$ cat config.mk
export PLATFORM = sky130hd
export DESIGN_NAME = motor_cmd_ctrl_flat
export DESIGN_NICKNAME = d
export VERILOG_FILES = /design/src/rtl/motor_pkg.sv /design/src/rtl/motor_cmd_ctrl_if.sv /design/src/rtl/motor_cmd_ctrl_acc_ramp.sv /design/src/rtl/motor_cmd_ctrl.sv /design/src/flat_wrapper.sv
export SDC_FILE = /design/constraint.sdc
export NUM_CORES = 1
export LEC_CHECK = 0
export ABC_AREA = 1
export BUFFER_PORTS_ARGS = -buffer_cell sky130_fd_sc_hd__buf_2
export CORE_ASPECT_RATIO = 0.5
export CORE_MARGIN = 1.5
export CORE_UTILIZATION = 40
export DETAILED_ROUTE_END_ITERATION = 8
export GPL_TIMING_DRIVEN = 0
export PLACE_DENSITY = 0.64
export SETUP_SLACK_MARGIN = 0.15
export SLEW_MARGIN = 30
export SYNTH_ARGS = -nofsm -noshare
export SYNTH_HDL_FRONTEND = slang
export SYNTH_SLANG_ARGS = --single-unit
$ cat constraint.sdc
create_clock -name clk -period 2.5 [get_ports clk]
set_clock_uncertainty 0.15 [all_clocks]
set_input_delay 0.25 -clock clk [delete_from_list [all_inputs] [get_ports clk]]
set_output_delay 0.25 -clock clk [all_outputs]
set_load 0.02 [all_outputs]
$ cat src/rtl/motor_pkg.sv
// rtl/motor_pkg.sv - shared types and constants for the drive command sequencer
package motor_pkg;

  localparam logic [6:0] ACC_MAX = 7'h7F;

  typedef enum logic [1:0] {
    IDLE  = 2'd0,
    RUN   = 2'd1,
    TRIP  = 2'd2,
    ESTOP = 2'd3
  } ctrl_state_e;

  typedef struct packed {
    logic [6:0] acc;
    logic [7:0] ste;
    logic       brk;
  } motor_cmd_t;

endpackage

$ cat src/rtl/motor_cmd_ctrl_if.sv
// rtl/motor_cmd_ctrl_if.sv - one drive command channel (valid/ready plus payload)
interface motor_cmd_ctrl_if;
  import motor_pkg::*;

  logic       valid;
  logic       ready;
  motor_cmd_t cmd;

  modport master (output valid, output cmd, input ready);
  modport slave  (input valid, input cmd, output ready);

endinterface

$ cat src/rtl/motor_cmd_ctrl_acc_ramp.sv
// rtl/motor_cmd_ctrl_acc_ramp.sv - acceleration slew limiter, built only with MOTOR_CTRL_RAMP_EN
`ifdef MOTOR_CTRL_RAMP_EN
module acc_ramp #(
  parameter int RAMP_DIV = 100_000,
  parameter int ACC_STEP = 1
) (
  input  logic       clk,
  input  logic       rst_n,
  input  logic [6:0] target,
  input  logic       force_zero,
  output logic [6:0] cur_acc
);
  localparam int               DIV_W    = (RAMP_DIV > 1) ? $clog2(RAMP_DIV) : 1;
  localparam logic [DIV_W-1:0] DIV_LAST = DIV_W'(RAMP_DIV - 1);
  localparam logic [7:0]       STEP     = 8'(ACC_STEP);

  logic [DIV_W-1:0] div_q;
  logic             tick;
  logic [7:0]       cur_w;
  logic [7:0]       tgt_w;
  logic [7:0]       gap;
  logic [7:0]       step;
  logic             up;
  logic [6:0]       next_acc;

  assign tick = (div_q == DIV_LAST);

  // free-running tick divider, only reset clears it
  always_ff @(posedge clk) begin
    if (!rst_n || tick) div_q <= '0;
    else                div_q <= div_q + 1'b1;
  end

  // one step toward the target, clipped to the remaining gap so it never overshoots
  always_comb begin
    cur_w    = {1'b0, cur_acc};
    tgt_w    = {1'b0, target};
    up       = (tgt_w >= cur_w);
    gap      = up ? (tgt_w - cur_w) : (cur_w - tgt_w);
    step     = (gap < STEP) ? gap : STEP;
    next_acc = up ? 7'(cur_w + step) : 7'(cur_w - step);
  end

  // braking drops the output immediately; otherwise move only on ticks
  always_ff @(posedge clk) begin
    if (!rst_n || force_zero) cur_acc <= '0;
    else if (tick)            cur_acc <= next_acc;
  end

endmodule
`endif

$ cat src/rtl/motor_cmd_ctrl.sv
// rtl/motor_cmd_ctrl.sv - drive command sequencer top, MOTOR_CTRL_RAMP_EN enables acc slew limiting
module motor_cmd_ctrl
  import motor_pkg::*;
#(
  parameter int WDT_CYCLES = 5_000_000,
  parameter int RAMP_DIV   = 100_000,
  parameter int ACC_STEP   = 1
) (
  input  logic            clk,
  input  logic            rst_n,
  motor_cmd_ctrl_if.slave pl,
  motor_cmd_ctrl_if.slave rc,
  input  logic            estop,
  output logic [6:0]      out_acc,
  output logic [7:0]      out_ste,
  output logic            out_brk,
  output logic            src_rc,
  output logic            wdt_trip,
  output logic [1:0]      state
);
  localparam int               WDT_W    = (WDT_CYCLES > 1) ? $clog2(WDT_CYCLES) : 1;
  localparam logic [WDT_W-1:0] WDT_LAST = WDT_W'(WDT_CYCLES - 1);

  if (WDT_CYCLES < 2 || RAMP_DIV < 1 || ACC_STEP < 1 || ACC_STEP > int'(ACC_MAX)) begin : g_bad_param
    $error("motor_cmd_ctrl: parameter out of range");
  end

  ctrl_state_e      state_q;
  ctrl_state_e      state_d;
  logic             rc_take;
  logic             pl_take;
  logic             take;
  motor_cmd_t       cmd;
  logic [WDT_W-1:0] wdt_q;
  logic [6:0]       target_q;

  // remote has priority; planner is held off whenever remote is requesting
  assign rc.ready = rst_n & ~estop;
  assign pl.ready = rst_n & ~estop & ~rc.valid;
  assign rc_take  = rc.valid & rc.ready;
  assign pl_take  = pl.valid & pl.ready;
  assign take     = rc_take | pl_take;
  assign cmd      = rc_take ? rc.cmd : pl.cmd;

  assign state    = state_q;
  assign wdt_trip = (state_q == TRIP);

  // state register
  always_ff @(posedge clk) begin
    if (!rst_n) state_q <= IDLE;
    else        state_q <= state_d;
  end

  // next state: estop overrides everything, an accept in RUN beats the watchdog
  always_comb begin
    state_d = state_q;
    if (estop) begin
      state_d = ESTOP;
    end else begin
      case (state_q)
        IDLE, TRIP: if (take) state_d = RUN;
        RUN:        if (!take && wdt_q == WDT_LAST) state_d = TRIP;
        ESTOP:      state_d = IDLE;
        default:    state_d = IDLE;
      endcase
    end
  end

  // watchdog counts quiet cycles in RUN and saturates at the trip value
  always_ff @(posedge clk) begin
    if (!rst_n || take || state_q != RUN) wdt_q <= '0;
    else if (wdt_q != WDT_LAST)           wdt_q <= wdt_q + 1'b1;
  end

  // command registers; anything but RUN forces a braked, zero-target command
  always_ff @(posedge clk) begin
    if (!rst_n) begin
      out_ste  <= '0;
      out_brk  <= 1'b1;
      src_rc   <= 1'b0;
      target_q <= '0;
    end else if (state_d != RUN) begin
      out_brk  <= 1'b1;
      target_q <= '0;
    end else if (take) begin
      src_rc <= rc_take;
      if (cmd.brk) begin
        out_brk  <= 1'b1;
        target_q <= '0;
      end else begin
        out_brk  <= 1'b0;
        out_ste  <= cmd.ste;
        target_q <= cmd.acc;
      end
    end
  end

`ifdef MOTOR_CTRL_RAMP_EN
  logic force_zero;
  assign force_zero = (state_d != RUN) | (take & cmd.brk);

  acc_ramp #(
    .RAMP_DIV (RAMP_DIV),
    .ACC_STEP (ACC_STEP)
  ) u_acc_ramp (
    .clk        (clk),
    .rst_n      (rst_n),
    .target     (target_q),
    .force_zero (force_zero),
    .cur_acc    (out_acc)
  );
`else
  assign out_acc = target_q;
`endif

endmodule

$ cat src/flat_wrapper.sv
// flat-port wrapper written by rule: the top's interface ports become plain ports
module motor_cmd_ctrl_flat import motor_pkg::*;
#(
  parameter int WDT_CYCLES = 5_000_000,
  parameter int RAMP_DIV   = 100_000,
  parameter int ACC_STEP   = 1
)
  (clk, rst_n, estop, out_acc, out_ste, out_brk, src_rc, wdt_trip, state, pl_valid, pl_cmd, pl_ready, rc_valid, rc_cmd, rc_ready);
  motor_cmd_ctrl_if pl_i ();
  motor_cmd_ctrl_if rc_i ();
  input  logic clk;
  input  logic rst_n;
  input  logic estop;
  output logic [6:0] out_acc;
  output logic [7:0] out_ste;
  output logic out_brk;
  output logic src_rc;
  output logic wdt_trip;
  output logic [1:0] state;
  input wire logic [$bits(pl_i.valid)-1:0] pl_valid;
  input wire logic [$bits(pl_i.cmd)-1:0] pl_cmd;
  output wire logic [$bits(pl_i.ready)-1:0] pl_ready;
  input wire logic [$bits(rc_i.valid)-1:0] rc_valid;
  input wire logic [$bits(rc_i.cmd)-1:0] rc_cmd;
  output wire logic [$bits(rc_i.ready)-1:0] rc_ready;
  assign pl_i.valid = pl_valid;
  assign pl_i.cmd = pl_cmd;
  assign pl_ready = pl_i.ready;
  assign rc_i.valid = rc_valid;
  assign rc_i.cmd = rc_cmd;
  assign rc_ready = rc_i.ready;
  motor_cmd_ctrl #(.WDT_CYCLES(WDT_CYCLES), .RAMP_DIV(RAMP_DIV), .ACC_STEP(ACC_STEP)) u_core (.clk(clk), .rst_n(rst_n), .pl(pl_i), .rc(rc_i), .estop(estop), .out_acc(out_acc), .out_ste(out_ste), .out_brk(out_brk), .src_rc(src_rc), .wdt_trip(wdt_trip), .state(state));
endmodule
# Yosys cells after proc, flatten, opt, wreduce, memory -nomap -nowiden
# Index checks and enable logic that the tools add are counted.
# op_classes
addsub	1
mul	0
div_mod_pow	0
order_cmp	0
n_eq_ne	7
shifts	0
muxes	7
n_bitwise	10
n_reduce_logical	10
# ops
op	n
$add 23x1->23 const B	1
$eq 23x23->1 const B	1
$ne 23x23->1 const B	1
$mux 16	1
$mux 7	1
$mux 2	3
$pmux 2 s3	1
$not 1->1	5
$and 1x1->1	4
$eq 2x2->1 const B	2
$ne 2x1->1 const B	2
$reduce_or 2->1	2
$reduce_and 3->1	1
$eq 2x1->1 const B	1
$logic_not 1->1	2
$logic_not 2->1	1
$logic_or 1x1->1	2
$reduce_and 2->1	1
$logic_and 1x1->1	1
$mux 1	1
$or 1x1->1	1
# word_totals
register_bits	42
latch_bits	0
ram_bits	0
mem_bits_ro	0
inputBits	37
output_inout_bits	22
word_cells	41
memories	0

# Longest topological paths before layout
# depth
ltp_word	13
ltp_mapped	12
mapped_depth_nobuf	11

# Worst setup path before layout
# OpenSTA, ideal clock, no wires.
# synth_path
path_type	register to register
start	register u_core.wdt_q[0]
end	register u_core.out_ste[0]
setup_ns	0.115
t_arrival_ns	1.425
path_slack_ns	0.810
path_stages_with_launch	10
path_cell_list	dfxtp_1 -> ha_1 -> nand3_2 -> nor2_1 -> nand3_4 -> nand2_4 -> nand2_4 -> buf_6 -> a21oi_1 -> nor2_1
# synth_between
elab_chain_len	8
# synth_rtl
item	line	rtl
start, declared	motor_cmd_ctrl.sv:34	logic [WDT_W-1:0] wdt_q;
start signal, assigned	motor_cmd_ctrl.sv:72	else if (wdt_q != WDT_LAST) wdt_q <= wdt_q + 1'b1;
$eq 23x23->1	motor_cmd_ctrl.sv:62	RUN: if (!take && wdt_q == WDT_LAST) state_d = TRIP;
$logic_and 1x1->1	motor_cmd_ctrl.sv:62	
$mux 2	motor_cmd_ctrl.sv:62	
$pmux 2 s3	motor_cmd_ctrl.sv:60	case (state_q)
$mux 2	motor_cmd_ctrl.sv:57	if (estop) begin
$ne 2x1->1	motor_cmd_ctrl.sv:82	end else if (state_d != RUN) begin
$not 1->1 (no source line)	-	
$reduce_and 3->1 (no source line)	-	
end signal, assigned	motor_cmd_ctrl.sv:92	out_ste <= cmd.ste;
end, declared	motor_cmd_ctrl.sv:15	output logic [7:0] out_ste,
# No other way between the ends.
# A chain may end at the register's enable or synchronous reset.

# Worst setup path in the final report
# layout_path
start	register u_core.wdt_q[0]
end	register u_core.target_q[3] (netlist: u_core.out_acc[3])
# layout_between
elab_chain_len	7
# layout_rtl
item	line	rtl
$eq 23x23->1	motor_cmd_ctrl.sv:62	
$logic_and 1x1->1	motor_cmd_ctrl.sv:62	
$mux 2	motor_cmd_ctrl.sv:62	
$pmux 2 s3	motor_cmd_ctrl.sv:60	
$mux 2	motor_cmd_ctrl.sv:57	
$ne 2x1->1	motor_cmd_ctrl.sv:82	
$reduce_or 2->1 (no source line)	-	
end signal, assigned	motor_cmd_ctrl.sv:93	target_q <= cmd.acc;
end, declared	motor_cmd_ctrl.sv:35	logic [6:0] target_q;
# No other way between the ends.

==> key figures <==
Run status
  • Status: complete, no violations

Layout
  • Most common cell after layout, fill and taps aside: nand2_1
  • Final design area excluding fillers: 2820 um^2
  • Most frequent cells in the layout: nand2_1, buf_2, nor2_1
  • Layout cell share with drive strength beyond 1: 25.1%
  • Final Non-Filler Cells: 484
  • NumNets Final: about 450
  • Ant. Diodes: 0
  • P&R area growth vs syn: 22.3%
  • Fill cell count: about 550

Clock network
  • CTS H-tree lvls: 2
  • Clock sinks: 42
  • CTS tree: built
  • Cts hold-fix bufs: 0
  • Clk slew on worst S/H paths: 0.06 ns
  • Postcts setup bufs: 0
  • Post-cts sizing count: 0
  • Worst skew pair latency: 0.27 ns
  • Clock buffer depth: 2
  • Root buffer cell: clkbuf_16
  • TritonCTS Buffers: 5

Global routing
  • Pin count of the biggest net entering global routing: 12
  • All-Layer GR Usage: 18.5%
  • Vias in the first global route: about 2200
  • First-pass GRT wire length: about 9200 um
  • Initial antenna violation count: 0
  • GRT Residual Overflow: 0

Setup path
  • Worst setup path class: flip-flop to flip-flop
  • Critical path endpoint category: flip-flop
  • Req. time, crit path: 2.51 ns
  • Worst r2r src: u_core.wdt_q[0]$_SDFFE_PP0N_
  • Worst Path Arrival: between 1.5 and 2 ns
  • CP Launch Point: u_core.wdt_q[0]$_SDFFE_PP0N_
  • Crit-path max FO: 7
  • CP Launch Type: flip-flop

Synthesis
  • Number of synthesis warnings: 0
  • Seq/Total Area, Yosys: 36.5%
  • Synth area leader: dfxtp_1
  • Mapped Nets: 384
  • Number of synthesized flops with an enable pin: 0
  • Post-synthesis register bit count: 42
  • Post-Synthesis Cell Area: 2300 um^2
  • Synth unique cells: 34
  • Mapped Cells: 346
  • Top area cells in the synthesized netlist: dfxtp_1, nand2_1, nor2_1
  • Syn Area/Cell: 6.65 um^2
  • Top cell type's share of synthesized area: a little over a third
  • Primary FF master, synth: dfxtp_1
  • Ys async rst share: 0%

Placed design
  • Port Buffers: between 50 and 60
  • Post-placement cell area: 2680 um^2
  • DP Worst Slack: 0.558 ns
  • Global placement routability congestion: 0.876
  • Placed insts: 477
  • Dpl hpwl: 4120 um

Detailed routing
  • Drt drc: 0
  • Drt pass-1 iters: 4
  • Post-DR wirelength/cell: 11.2 um
  • Post-DRT Antenna Nets: 0
  • DR vias/cell: between 4 and 5
  • Initial DRC count: 58
  • Via count: 2344
  • WL final: 5430 um

Power and ir drop
  • Power per cell area: 519 nW/um^2
  • Post-route total power: 1.46 mW
  • Max rail drop VDD: 296 uV
  • Static Leak: 1.26 nW

Timing
  • Tcrit/Tclk final: approximately 79%
  • Setup total negative slack: 0 ns
  • RSZ-0062 raised after global routing: false
  • Min setup slack post-route: 0.515 ns
  • Final hold vios: 0
  • Relative slew slack: 71.1%
  • Final setup fails: 0
  • Worst Max-Slew Pin Slew: 0.433 ns
  • Period minus WS final: 1.99 ns
  • Max-slew violations: 0
  • Fmax: 504 MHz

Floorplanning
  • Die Span Y: about 57 um
  • Site Rows: 19
  • Initial Util: 41.7%
  • Io pins: a little under 60
  • Chip width: roughly 110 um
  • Die ar.: 6250 um^2
  • Area of the core region: 5520 um^2

Hold path
  • Worst hold path class: primary input to flip-flop
  • Worst hold path startpoint: rc_cmd[14]

Job
  • Max-cap violations: 0
state kept, by name, indices dropped and copies added (netlist names):
register,count
u_core.out_acc,7
u_core.wdt_q,23
u_core.state,2
u_core.out_ste,8
u_core.src_rc,1
u_core.out_brk,1
Yosys cell counts, types with 3 or more instances:
master,number
o21ai_1,7
buf_2,4
nand3_2,4
nand2_2,4
nor3_2,3
nand4_1,6
dfxtp_1,42
a22oi_1,7
nand2_1,94
inv_1,35
nor2_1,51
a21oi_1,25
inv_2,10
nor2_2,4
nand3_1,20
nand2_4,3
o21ai_0,3
stage by stage:
step | utilization (%) | hold slack (ns)
after global routing | 51.1 | 0.190
after global placement | 48.7 | 0.313
final | 51.1 | 0.174
after floorplan | - | 0.297
after detailed placement | 48.7 | 0.319
after CTS | 51.1 | 0.173
critical path: stages (launching register included):
cell	delay [ns]
dfxtp_1	0.38
ha_1	0.25
nand3_2	0.14
nor2_1	0.22
nand3_4	0.15
o21ai_1	0.16
nand2_1	0.10
nand2_1	0.23
nor2_1	0.07
logic make-up after synthesis:
logic type / count (synthesis) / share of synthesized area [%]
fa+ha+maj: 1 / 0.543
xor+xnor: 4 / 1.52
compound gates: 48 / 11.9
flops: 42 / 36.5
buf+inv: 53 / 9.51
simple gates: 198 / 40.0
per-layer routing:
layer,GRT usage (%),wire (um),vias to the layer above
met5,0,0,-
met4,3.48,17,0
met2,32.2,2700,47
met3,5.46,201,2
li1,-,-,1234
met1,22.8,2510,1061
report_power, final:
part / switching, mW / internal, mW
Sequential: 0.00676 / 0.681
Combinational: 0.103 / 0.0674
Clock: 0.239 / 0.365
Total: 0.348 / 1.11
worst paths after layout:
kind / end / slack (ns) / depth (start not counted)
max: u_core.out_acc[3]$_SDFFE_PP0P_ / 0.51 / 8
min: u_core.out_acc[5]$_SDFFE_PP0P_ / 0.17 / 5
max reg2reg: u_core.out_acc[3]$_SDFFE_PP0P_ / 0.51 / 8
min reg2reg: u_core.wdt_q[22]$_SDFFE_PP0N_ / 0.33 / 2
cell type report:
| cell class | count | area, um^2 | share of cell area (%) |
|---|---|---|---|
| Timing Repair Buffer | 58 | 290 | 10.3 |
| Multi-Input combinational cell | 251 | 1240 | 44.1 |
| Tap cell | 73 | 91.3 | 3.24 |
| Buffer | 8 | 50.0 | 1.78 |
| Inverter | 45 | 169 | 6.00 |
| Clock buffer | 7 | 133 | 4.71 |
| Sequential cell | 42 | 841 | 29.9 |
Power figures use the tool's default switching activity.
